### src/rtl/serial_subtractor_8bits.sv
// Bit-serial 8-bit subtractor: D = A - B - Bin, one bit per clock, LSB first.
// Optional signed-overflow flag V is compiled in with `define SUB_OVERFLOW_FLAG_EN.
module serial_subtractor_8bits (
  input  logic       clk,
  input  logic       rst,
  input  logic       start,
  input  logic [7:0] A,
  input  logic [7:0] B,
  input  logic       Bin,
  output logic [7:0] D,
  output logic       Bout,
  output logic       Z,
  output logic       busy,
  output logic       done
`ifdef SUB_OVERFLOW_FLAG_EN
  ,
  output logic       V
`endif
);

  typedef enum logic [1:0] {
    IDLE,
    SHIFT,
    DONE
  } state_t;

  state_t     state;
  logic [7:0] a_sh;
  logic [7:0] b_sh;
  logic [7:0] work;
  logic       br;
  logic [2:0] cnt;

  logic       d_bit;
  logic       br_next;
  logic [7:0] work_next;

  // Full-subtractor cell on the current LSBs of the captured operands.
  assign d_bit     = a_sh[0] ^ b_sh[0] ^ br;
  assign br_next   = (~a_sh[0] & b_sh[0]) | (~a_sh[0] & br) | (b_sh[0] & br);
  assign work_next = {d_bit, work[7:1]};

  // NOTE: all state uses non-blocking assignments so every register samples
  // pre-edge values; the datapath shift registers are reset too, which keeps
  // them out of X in simulation and costs nothing here.
  always_ff @(posedge clk or posedge rst) begin
    if (rst) begin
      state <= IDLE;
      a_sh  <= 8'h00;
      b_sh  <= 8'h00;
      work  <= 8'h00;
      br    <= 1'b0;
      cnt   <= 3'd0;
      D     <= 8'h00;
      Bout  <= 1'b0;
      Z     <= 1'b1;
      busy  <= 1'b0;
      done  <= 1'b0;
`ifdef SUB_OVERFLOW_FLAG_EN
      V     <= 1'b0;
`endif
    end else begin
      case (state)
        IDLE: begin
          done <= 1'b0;
          if (start) begin
            a_sh  <= A;
            b_sh  <= B;
            br    <= Bin;
            cnt   <= 3'd0;
            busy  <= 1'b1;
            state <= SHIFT;
          end
        end

        SHIFT: begin
          a_sh <= a_sh >> 1;
          b_sh <= b_sh >> 1;
          br   <= br_next;
          work <= work_next;
          cnt  <= cnt + 3'd1;
          // Last bit: publish the whole result at once so D never shows partials.
          if (cnt == 3'd7) begin
            D     <= work_next;
            Bout  <= br_next;
            Z     <= (work_next == 8'h00);
`ifdef SUB_OVERFLOW_FLAG_EN
            V     <= br ^ br_next;
`endif
            busy  <= 1'b0;
            done  <= 1'b1;
            state <= DONE;
          end
        end

        DONE: begin
          done  <= 1'b0;
          state <= IDLE;
        end

        default: begin
          busy  <= 1'b0;
          done  <= 1'b0;
          state <= IDLE;
        end
      endcase
    end
  end

endmodule

### config.mk
export PLATFORM = sky130hd
export DESIGN_NAME = serial_subtractor_8bits
export DESIGN_NICKNAME = d
export VERILOG_FILES = /design/src/rtl/serial_subtractor_8bits.sv
export SDC_FILE = /design/constraint.sdc
export NUM_CORES = 1
export LEC_CHECK = 0
export CELL_PAD_IN_SITES_DETAIL_PLACEMENT = 0
export CELL_PAD_IN_SITES_GLOBAL_PLACEMENT = 2
export CORE_MARGIN = 2
export CORE_UTILIZATION = 33
export DETAILED_ROUTE_END_ITERATION = 10
export GPL_ROUTABILITY_DRIVEN = 0
export PLACE_DENSITY_LB_ADDON = 0.1
export SLEW_MARGIN = 10
export SYNTH_ARGS = -nofsm -noshare
export SYNTH_HDL_FRONTEND = slang
export SYNTH_SLANG_ARGS = --single-unit
### constraint.sdc
create_clock -name clk -period 1.7 [get_ports clk]
set_input_delay 0.255 -clock clk [delete_from_list [all_inputs] [get_ports clk]]
set_output_delay 0.255 -clock clk [all_outputs]
set_load 0.1 [all_outputs]
== Yosys cells after proc, flatten, opt, wreduce, memory -nomap -nowiden ==
Cells that the tools add are included.

* $add $sub $neg: 1
* Multiplexer cells: 16
* Reductions and logical operators: 7
* Bitwise gates (word level): 9
* Equality and inequality tests: 5

{| class="wikitable"
|+ Operators by type and width
! kind !! count
|-
| 8-bit one-hot mux with 2 select lines || 2
|-
| 8-bit two-way mux || 2
|-
| 8-bit logical NOT || 1
|-
| 3-bit one-hot mux with 2 select lines || 1
|-
| 2-bit AND reduction || 3
|-
| 1-bit two-way mux || 5
|-
| 2-bit two-way mux || 2
|-
| 2-bit != test (second input constant) || 2
|-
| 2-bit one-hot mux with 2 select lines || 1
|-
| 3-bit by 1-bit adder with 3-bit output (second input constant) || 1
|-
| 1-bit AND || 3
|-
| 3-bit == test (second input constant) || 1
|-
| 3-bit two-way mux || 1
|-
| 1-bit one-hot mux with 3 select lines || 1
|-
| 3-bit AND reduction || 1
|-
| 2-bit by 1-bit == test with 1-bit output (second input constant) || 1
|-
| 2-bit == test (second input constant) || 1
|-
| 2-bit logical NOT || 1
|-
| 1-bit NOT || 2
|-
| 1-bit bitwise OR || 2
|-
| 1-bit one-hot mux with 2 select lines || 1
|-
| 2-bit nonzero test || 1
|-
| 1-bit XOR || 2
|}

* Logic and storage cells: 49
* Register bits after elaboration: 42
* Output and inout port bits: 12
* Bits of input ports: 20

== Depth between registers and ports, before layout ==
* Word-level depth: 5
* Depth in mapped cells: 6
* Gate-level depth less buffers: 5

== Worst setup path before layout ==
OpenSTA, ideal clock, no wires.

* Path kind: register -> register
* Start point: register cnt[0]
* End point: register Bout
* Period minus slack after synthesis: 1.533 ns
* Stages on the path, launching flop included: 6
* Path buffers: 1
* Setup time: 0.126 ns
* Data required time: 1.574 ns
* Path slack: 0.167 ns
* Arrival: 1.407 ns
* Path through: dfrtp_1 > ha_1 > ha_1 > nand3b_1 > buf_4 > mux2_2

* Longest elaborated chain between the ends: 2

{| class="wikitable"
|+ RTL lines
! element !! RTL line !! RTL
|-
| start: declaration || 32 || <nowiki>logic [2:0] cnt;</nowiki>
|-
| start signal: assignment || 81 || <nowiki>cnt <= cnt + 3'd1;</nowiki>
|-
| 3-bit == test || 83 || <nowiki>if (cnt == 3'd7) begin</nowiki>
|-
| 2-bit AND reduction (no source line) || - ||
|-
| end signal: assignment || 85 || <nowiki>Bout <= br_next;</nowiki>
|-
| end: declaration || 11 || <nowiki>output logic Bout,</nowiki>
|}

No other way between the ends.
A chain may end at the register's enable or synchronous reset.

== Worst setup path in the final report ==
* Start point: register cnt[0]
* End point: register D[5]

* Longest elaborated chain between the ends: 2

{| class="wikitable"
|+ RTL lines
! element !! RTL line !! RTL
|-
| 3-bit == test || 83 ||
|-
| 2-bit AND reduction (no source line) || - ||
|-
| end signal: assignment || 84 || <nowiki>D <= work_next;</nowiki>
|-
| end: declaration || 10 || <nowiki>output logic [7:0] D,</nowiki>
|}

No other way between the ends.

==> flow_summary.ini <==
[status]
status = completed

[worst_setup_path]
worst_path_max_delay_cell = dfrtp_1
crit_fanout = 13
slowest_delay_ps = 400
ff2ff_path_depth = 5
critPathArrivalTime_ps = 1730
critical_path.top_delay_family = adder cells
worst_r2r_endpoint = D[5]
crit_top_cell = ha_1
reg2reg_slack_ps = 140
worstSetupStartpointType = flip-flop
critPathBufInv = 1
cp_cell_sequence = ha_1, ha_1, nand3b_1, buf_12, mux2_2
path_class = flip-flop to flip-flop
r2r-start = cnt[0]
end_kind = flip-flop
crit_required_ps = 1870

[sta]
grt_setup_unrepaired = false
layout_min_cycle_time_ps = 1560
slew_headroom_pct = 79.2
hold_violations = 0
worstMarginPinSlew_ps = 312
finClkSkew_ps = 1.90
setup_viol = 0
final-max-slew-violation-count = 0
fmax_mhz = 641
finalCritPeriodShare_pct = 91.8
tns_ps = 0

[place]
dp.cells = 256
hpwl_um = 2440
port_buffers = 31

[final_layout]
syn2layout_area_growth_pct = 37.7
nets = 216
drive_gt1_share_pct = 20.1
antenna_cells = 0
fill_cells = 499
stdcell_count = 264

[clock_network]
insertion_delay_ps = 280
numCtsBuffers = 5
cts_hold_buf = 0
root_buffer = clkbuf_8
clkTransAtPathRegs_ps = 70
htreeDepth = 2
clock_sinks = 41
cts_tree = yes
cts_buffer_depth = 2

[floorplanning]
die_h_um = 76.5
die_x_um = 76.5
ios = 32
dieArea_um2 = 5850
core_um2 = 5070
num_rows = 26
start_util_pct = 34.2

[drt]
via_count = 1216
wl_per_cell_um = 12.2
drc = 0
dr.pass1.iters = 2
ant_nets = 0
routed_wl_um = 3230
route.detailed.vias_per_inst = 4.61
drt-initial-drc-count = 56

[logic_synthesis]
yosysTopAreaCell = dfrtp_1
synth_common_cells = dfrtp_1, nand2_1, o21ai_0
synth_edf_count = 0
yosysMostFrequentCell = dfrtp_1
synth-compound-area-share_pct = 9.23
synthTopCellsByArea = dfrtp_1, mux2i_1, nand2_1, o21ai_0, mux2_2
synth_area_um2 = 1740
synth_simple_gate_area_share_pct = 11.5
synth_top_family_by_area = multiplexers
synth_ff_type = dfrtp_1
synth_cells = 154
yosys.area_share.xor_xnor_pct = 0
synth_cell_types = 24
synth_fa_ha_area_share_pct = 2.60
yosysWarningCount = 0
synth.net_count = 177
ys_ff_latch = 41
ys_seq_area_share_pct = 59.2
synth_top_area_share_pct = 57.7
synthMuxAreaShare_pct = 13.8
avgSynthCellArea_um2 = 11.3
synth-async-reset-ratio_pct = 100

[pwr]
power.density_nw_per_um2 = 2130
p_leak_nw = 1.11
power_w = 0.00510
vdd_ir_drop_max_mv = 0.663

[global_route]
overflow = 0
grt_pass1_vias = 1238
grtUsageTotal_pct = 12.0
grt_pass1_wl_um = 5480
grt_max_degree = 23
grt_antenna_before_repair = 0

[min_path]
holdCritPathClass = primary input to asynchronous set/reset pin

[job]
drv_cap = 0
kinds of logic (layout without fill, tap and decap cells):
family | after synthesis | in the layout
AND/OR/NAND/NOR | 48 | 48
flip-flops | 41 | 41
AO/OA/AOI/OAI | 27 | 27
multiplexers | 23 | 23
buffers and inverters | 12 | 52
adder cells (fa/ha/maj) | 3 | 3
cell usage in the layout (no fill, tap or decap), types with 5 or more instances in the layout:
cell type        synthesis  layout
nand2_1                 39      39
inv_1                    5       5
buf_12                   0      13
dfrtp_1                 40      40
o21ai_0                 19      19
clkbuf_8                 0       7
buf_4                    2       7
mux2_2                   8       8
mux2i_1                 15      15
clkdlybuf4s50_1          0      19
report_power, final:
group | total, W | internal (W) | leakage [nW] | switching, W
clock | 0.000687 | 0.000367 | 0.0542 | 0.000320
sequential | 0.00177 | 0.00142 | 0.505 | 0.000353
combinational | 0.00264 | 0.00108 | 0.548 | 0.00156
tightest hold or removal path, stage by stage:
cell	delay, ps
clkdlybuf4s50_1	400
inv_1	70
buf_4	260
worst max path at each step:
stage | startpoint | endpoint | cells after the start | slack (ps)
after global routing | a_sh[0] | Z | 5 | 50
after CTS | cnt[0] | D[5] | 5 | 120
after detailed placement | cnt[0] | D[5] | 5 | 130
after floorplan | cnt[0] | Bout | 5 | 170
final | cnt[0] | D[5] | 5 | 140
after global placement | cnt[0] | D[6] | 5 | 200
routing by layer:
layer / GRT usage, % / part of all wire (%) / vias up
li1: - / - / 597
met2: 20.4 / 50 / 25
met5: 0 / 0 / -
met3: 4.86 / 5.5 / 2
met4: 4.91 / 0.71 / 0
met1: 13.3 / 44 / 592
through the flow:
stage / hold WS, ps / worst slack (ps) / area [um^2] / utilization [%]
floorplan: 388 / 167 / 1740 / -
global placement: 461 / 202 / 2280 / 45.0
detailed placement: 470 / 129 / 2280 / 45.0
CTS: 314 / 125 / 2380 / 47.0
global route: 361 / 47.4 / 2390 / 47.1
finish: 312 / 139 / 2390 / 47.1
state kept, by name (all words and copies together) (netlist names):
name,flops
Bout,1
D,8
Z,1
a_sh,8
b_sh,8
br,1
busy,1
cnt,3
done,1
state,2
work,7
cell type report:
| cell class | count | area [um^2] | area share (%) |
|---|---|---|---|
| Sequential cell | 41 | 1030 | 43.0 |
| Multi-Input combinational cell | 101 | 652 | 27.3 |
| Timing Repair Buffer | 39 | 503 | 21.0 |
| Clock buffer | 7 | 96.3 | 4.03 |
| Tap cell | 70 | 87.6 | 3.66 |
| Inverter | 5 | 18.8 | 0.785 |
| Clock inverter | 1 | 5.00 | 0.209 |
timing repair:
item | in CTS | in global routing
setup endpoints to repair | 0 | 1
endpoints found under the hold margin | 0 | 0
resized for setup | 0 | 1
buffers inserted | 0 | 0
Note: power is estimated with default switching activity, not from simulation.
